**config.mk**
```make
export PLATFORM = sky130hd
export DESIGN_NAME = shift_add_mul
export DESIGN_NICKNAME = d
export VERILOG_FILES = /design/src/rtl/shift_add_mul_pkg.sv /design/src/rtl/mul_ctrl.sv /design/src/rtl/shift_add_mul.sv
export SDC_FILE = /design/constraint.sdc
export NUM_CORES = 1
export LEC_CHECK = 0
export ABC_AREA = 0
export BUFFER_PORTS_ARGS = -buffer_cell sky130_fd_sc_hd__buf_2
export CORE_MARGIN = 2
export CORE_UTILIZATION = 50
export CTS_CLUSTER_DIAMETER = 50
export DETAILED_ROUTE_END_ITERATION = 8
export PLACE_DENSITY = 0.7
export SYNTH_ARGS = -nofsm -noshare
export SYNTH_HDL_FRONTEND = slang
export SYNTH_SLANG_ARGS = --single-unit
```
**constraint.sdc**
```tcl
create_clock -name clk -period 5.21 [get_ports clk]
set_input_delay 0.521 -clock clk [delete_from_list [all_inputs] [get_ports clk]]
set_output_delay 0.521 -clock clk [all_outputs]
set_load 0.005 [all_outputs]
```
**src/rtl/shift_add_mul_pkg.sv**
```systemverilog
// ============================================================================
// shift_add_mul_pkg : shared state encoding and sizing helpers for the multiplier
// Revision 1.0
// ============================================================================
`timescale 1ns/1ps
`default_nettype none

package shift_add_mul_pkg;

  localparam int STATE_W = 2;

  typedef enum logic [STATE_W-1:0] {
    ST_INIT = 2'd0,
    ST_EXEC = 2'd1,
    ST_IDLE = 2'd2,
    ST_HALT = 2'd3
  } mul_state_t;

  // Width of a counter that must hold values 0..w inclusive.
  function automatic int count_width(input int w);
    return $clog2(w + 1);
  endfunction

endpackage

`default_nettype wire

```
**src/rtl/mul_ctrl.sv**
```systemverilog
// ============================================================================
// mul_ctrl : four-state control FSM and processed-bit counter for shift_add_mul
// Revision 1.0
// ============================================================================
`timescale 1ns/1ps
`default_nettype none

module mul_ctrl
  import shift_add_mul_pkg::*;
#(
  parameter int  WIDTH      = 8,
  parameter int  EARLY_EXIT = 1,
  localparam int CW         = count_width(WIDTH)
) (
  input  logic               clk,
  input  logic               areset,
  input  logic               start,
  input  logic               lsb,
  input  logic               rest_zero,
  output logic [STATE_W-1:0] state,
  output logic [CW-1:0]      count,
  output logic               ready,
  output logic               done,
  output logic               accept,
  output logic               busy,
  output logic               finish
);

  mul_state_t r_state;
  mul_state_t w_next;
  logic       w_last;
  logic       w_exit;

  assign w_last = (count == CW'(WIDTH - 1));
  assign w_exit = (EARLY_EXIT != 0) && rest_zero;

  always_ff @(posedge clk or posedge areset) begin
    if (areset) begin
      r_state <= ST_INIT;
    end else begin
      r_state <= w_next;
    end
  end

  always_ff @(posedge clk or posedge areset) begin
    if (areset) begin
      count <= '0;
    end else if (accept) begin
      count <= '0;
    end else if (busy) begin
      count <= count + CW'(1);
    end
  end

  // In INIT, lsb/rest_zero describe the incoming operand; otherwise the
  // shifted register, so one decode serves both the accept and step cases.
  always_comb begin
    w_next = r_state;
    case (r_state)
      ST_INIT: begin
        if (start) begin
          w_next = w_exit ? ST_HALT : (lsb ? ST_EXEC : ST_IDLE);
        end
      end
      ST_EXEC, ST_IDLE: begin
        w_next = (w_last || w_exit) ? ST_HALT : (lsb ? ST_EXEC : ST_IDLE);
      end
      ST_HALT: w_next = ST_INIT;
      default: w_next = ST_INIT;
    endcase
  end

  assign state  = r_state;
  assign ready  = (r_state == ST_INIT);
  assign done   = (r_state == ST_HALT);
  assign busy   = (r_state == ST_EXEC) || (r_state == ST_IDLE);
  assign accept = ready && start;
  assign finish = (w_next == ST_HALT) && (r_state != ST_HALT);

endmodule

`default_nettype wire

```
**src/rtl/shift_add_mul.sv**
```systemverilog
// ============================================================================
// shift_add_mul : sequential shift-add multiplier datapath with start/done handshake
// Revision 1.0
// ============================================================================
`timescale 1ns/1ps
`default_nettype none

module shift_add_mul
  import shift_add_mul_pkg::*;
#(
  parameter int  WIDTH      = 8,
  parameter int  SIGNED     = 0,
  parameter int  EARLY_EXIT = 1,
  localparam int CW         = count_width(WIDTH)
) (
  input  logic                 clk,
  input  logic                 areset,
  input  logic                 start,
  input  logic [WIDTH-1:0]     multiplicand,
  input  logic [WIDTH-1:0]     multiplier,
  output logic                 ready,
  output logic                 done,
  output logic [2*WIDTH-1:0]   product,
  output logic [STATE_W-1:0]   state,
  output logic [CW-1:0]        count
);

  localparam int PW = 2 * WIDTH;

  logic [PW-1:0]    r_mcand;
  logic [WIDTH-1:0] r_mplier;
  logic [PW-1:0]    r_acc;
  logic             r_neg;

  logic [WIDTH-1:0] w_a_mag;
  logic [WIDTH-1:0] w_b_mag;
  logic             w_neg;
  logic             w_lsb;
  logic             w_rest_zero;
  logic             w_accept;
  logic             w_busy;
  logic             w_finish;
  logic [PW-1:0]    w_acc_sum;
  logic [PW-1:0]    w_result;

  // Signed mode works on magnitudes; -2^(W-1) negates to itself, which read
  // as unsigned is exactly its magnitude.
  always_comb begin
    w_a_mag = multiplicand;
    w_b_mag = multiplier;
    w_neg   = 1'b0;
    if (SIGNED != 0) begin
      if (multiplicand[WIDTH-1]) w_a_mag = -multiplicand;
      if (multiplier[WIDTH-1])   w_b_mag = -multiplier;
      w_neg = multiplicand[WIDTH-1] ^ multiplier[WIDTH-1];
    end
  end

  assign w_lsb       = ready ? w_b_mag[0] : r_mplier[1];
  assign w_rest_zero = ready ? (w_b_mag == '0) : (r_mplier[WIDTH-1:1] == '0);

  mul_ctrl #(
    .WIDTH      (WIDTH),
    .EARLY_EXIT (EARLY_EXIT)
  ) u_ctrl (
    .clk       (clk),
    .areset    (areset),
    .start     (start),
    .lsb       (w_lsb),
    .rest_zero (w_rest_zero),
    .state     (state),
    .count     (count),
    .ready     (ready),
    .done      (done),
    .accept    (w_accept),
    .busy      (w_busy),
    .finish    (w_finish)
  );

  assign w_acc_sum = r_acc + ((state == ST_EXEC) ? r_mcand : '0);

  // Finishing straight from INIT means a zero multiplier: the result is zero.
  always_comb begin
    w_result = '0;
    if (!ready) begin
      w_result = r_neg ? -w_acc_sum : w_acc_sum;
    end
  end

  always_ff @(posedge clk or posedge areset) begin
    if (areset) begin
      r_mcand  <= '0;
      r_mplier <= '0;
      r_neg    <= 1'b0;
    end else if (w_accept) begin
      r_mcand  <= {{WIDTH{1'b0}}, w_a_mag};
      r_mplier <= w_b_mag;
      r_neg    <= w_neg;
    end else if (w_busy) begin
      r_mcand  <= r_mcand << 1;
      r_mplier <= r_mplier >> 1;
    end
  end

  always_ff @(posedge clk or posedge areset) begin
    if (areset) begin
      r_acc <= '0;
    end else if (w_accept) begin
      r_acc <= '0;
    end else if (w_busy) begin
      r_acc <= w_acc_sum;
    end
  end

  always_ff @(posedge clk or posedge areset) begin
    if (areset) begin
      product <= '0;
    end else if (w_finish) begin
      product <= w_result;
    end
  end

endmodule

`default_nettype wire

```
==> metrics.txt <==
outcome finished clean; post-CTS resize count 0; dominant cells by area after synthesis dfrtp_1, mux2i_1, ha_1; Worst Path Buf+Inv 2; All-Layer GR Usage 20.6%; maximum number of pins on one net before global-route repair between 60 and 70; Max FO, Critical Path 16; skew final approximately 9.2 ps; Pwr Density approximately 620 nW/um^2; worst skew pair latency between 300 and 400 ps; Fill cells between 600 and 700; CTS root buf clkbuf_8; WP data arrival between 3000 and 4000 ps; Hold WC Path Type in2reg; mapped cell area 3540 sq um; syn_area_per_cell about 10 sq um; drt pass-1 iters 4; family with the most delay on the worst path compound AO/OA/AOI/OAI gates; # hold bufs at CTS 0; CTS sink count 61; Worst Hold End r_mcand[0]; Die Area slightly below 8000 sq um; R2R depth 12; Reg2Reg Capture Point product[12]; Unique masters post-synth 51; Synth area leader dfrtp_1; starting DRC count in detailed routing about 160; Die H a little under 90 microns; Overflow after GRT 0; Core Util, Final 58.6%; clock tree buffer depth 2; Commonest cells post-synth dfrtp_1, nand2_1, mux2i_1; ys flop type dfrtp_1; P&R area growth vs syn 13.2%; row count 30; layout cells sized above 1 a little under a fifth; Tcrit/Tclk final about 64%; max-slew violations 0; drc violations 0; PortBufs 42; Worst path max stage delay ~550 ps; critical path cell sequence inv_1 -> ha_1 -> and2_1 -> ha_1 -> inv_1 -> fa_1 -> nor2b_1 -> o2111ai_1 -> a21oi_1 -> o211ai_1 -> a2111oi_0 -> a221o_1; Routed Antenna Nets 0; Slew headroom around 29%; TritonCTS clock tree built; Worst-Margin Slew 1070 ps; Synth Instances between 300 and 400; TNS Setup 0 ps; VDD IR max 511 uV; Hold WS between 300 and 400 ps; vias in the first global route 2594; Crit Path Category reg2reg; Synth Warn # 0; RR Startpoint u_ctrl.state[1]; clk slew on worst S/H paths about 70 ps; final hold viol count 0; first-pass GRT wire length between 10000 and 15000 microns; Max Freq ~300 MHz; Inserted Clock Buffers 9; Pwr Total between 2 and 2.5 mW; RSZ-0062 raised after global routing no; MaxCap Viol Count 0; count leader, synth dfrtp_1; Leak a little under 2 nW; Hold Path Stages 3; Final Setup Violations 0; Crit path required time about 5500 ps; diodes inserted 0; #FFs+latches synth 61; I/O pins 43; Post-DP HPWL around 5200 microns; initial antenna violation count 0; post-layout min period approximately 3400 ps; Initial Utilization approximately 52%; CTS H-Tree Depth 3; syn nets approximately 400; Die X 88.1 microns; post-synthesis sequential area ratio ~43%; GPL Wtd Cong 0.839; drt total wl around 7300 microns; CP Capture Type flip-flop; total number of vias ~2.7k; Synth async-reset ratio 100%; vias per inst ~5.5; Startpoint Class flip-flop; Worst path slowest cell a2111oi_0; Post-layout nets 438; Post-CTS Setup Bufs 0; launch point of the worst hold path multiplicand[0]; DR WL/cell between 10 and 15 microns; core box area between 6000 and 7000 sq um; post-synth top area share about 43%; R2R Setup Slk around 1900 ps; Post-synth EDFFs 0
[power breakdown]
| part | switching, mW | leakage, nW | total (mW) | internal (mW) |
|---|---|---|---|---|
| logic | 0.697 | 1.06 | 1.21 | 0.517 |
| registers | 0.130 | 0.803 | 0.801 | 0.671 |
| clock network | 0.187 | 0.107 | 0.454 | 0.267 |
[worst max-delay path by stage]
stage | start | endpoint | slack, ps | depth (start not counted)
floorplan | u_ctrl.state[1] | product[12] | 2580 | 11
global placement | u_ctrl.state[0] | product[12] | 2190 | 8
detailed placement | u_ctrl.state[1] | product[12] | 2020 | 12
CTS | u_ctrl.state[1] | product[12] | 1880 | 12
global route | u_ctrl.state[1] | product[12] | 1530 | 12
finish | u_ctrl.state[1] | product[12] | 1850 | 12
[layout by cell type (no fill, tap or decap), types with 4 or more instances in the layout]
master / synthesis / routed
inv_1: 13 / 12
mux2i_1: 30 / 30
nand2b_1: 5 / 5
and2_1: 22 / 22
a211oi_1: 5 / 5
o31ai_2: 7 / 7
xnor2_1: 10 / 10
nor2_1: 26 / 26
o21ai_0: 25 / 25
clkbuf_8: 0 / 9
nand2_1: 41 / 41
buf_2: 1 / 42
dfrtp_1: 61 / 61
a21oi_1: 15 / 15
a21o_1: 4 / 4
ha_1: 20 / 19
xor2_1: 6 / 6
[per-stage QoR]
stage                     setup slack [ps]  instance area (sq um)  cells
after detailed placement              2020                   3800    483
after global placement                2190                   3800    483
after CTS                             1880                   4000    499
after global routing                  1530                   4000    499
after floorplan                       2580                   3540    361
final                                 1850                   4000    499
[final cells by class]
| class | count | area, sq um | share of cell area (%) |
|---|---|---|---|
| Sequential cell | 61 | 1530 | 38.1 |
| Clock buffer | 11 | 131 | 3.28 |
| Clock inverter | 5 | 75.1 | 1.88 |
| Tap cell | 96 | 120 | 3.00 |
| Inverter | 13 | 48.8 | 1.22 |
| Multi-Input combinational cell | 268 | 1870 | 46.7 |
| Timing Repair Buffer | 45 | 233 | 5.81 |
[per-layer routing]
metal	part of all wire [%]	GRT usage, %	vias up
li1	-	-	1345
met1	49	29.0	1300
met2	44	31.1	69
met3	4.5	4.05	16
met4	2.6	9.23	0
met5	0	0	-
[worst reg2reg max path: stages (launching register included)]
cell       delay [ps]
dfrtp_1           410
inv_1             110
ha_1              430
and2_1            190
ha_1              180
inv_1              60
fa_1              400
nor2b_1           160
o2111ai_1         170
a21oi_1           260
o211ai_1          160
a2111oi_0         550
a221o_1           200
[logic make-up (layout without fill, tap and decap cells)]
| family | after synthesis | after routing | synth area share (%) |
|---|---|---|---|
| DFF | 61 | 61 | 43.2 |
| buffers and inverters | 32 | 74 | 4.07 |
| and+or+nand+nor | 116 | 116 | 16.0 |
| xor gates and xnor gates | 16 | 16 | 3.96 |
| muxes | 31 | 31 | 8.91 |
| adders and majority gates | 21 | 21 | 7.64 |
| AOI/OAI and AO/OA | 84 | 84 | 16.3 |
[sequential cells by signal, indices dropped and copies added (netlist names)]
register and count:
product 16, r_acc 16, r_mcand 16, r_mplier 7, u_ctrl.count 4, u_ctrl.state 2
(Power assumes the default switching activity.)
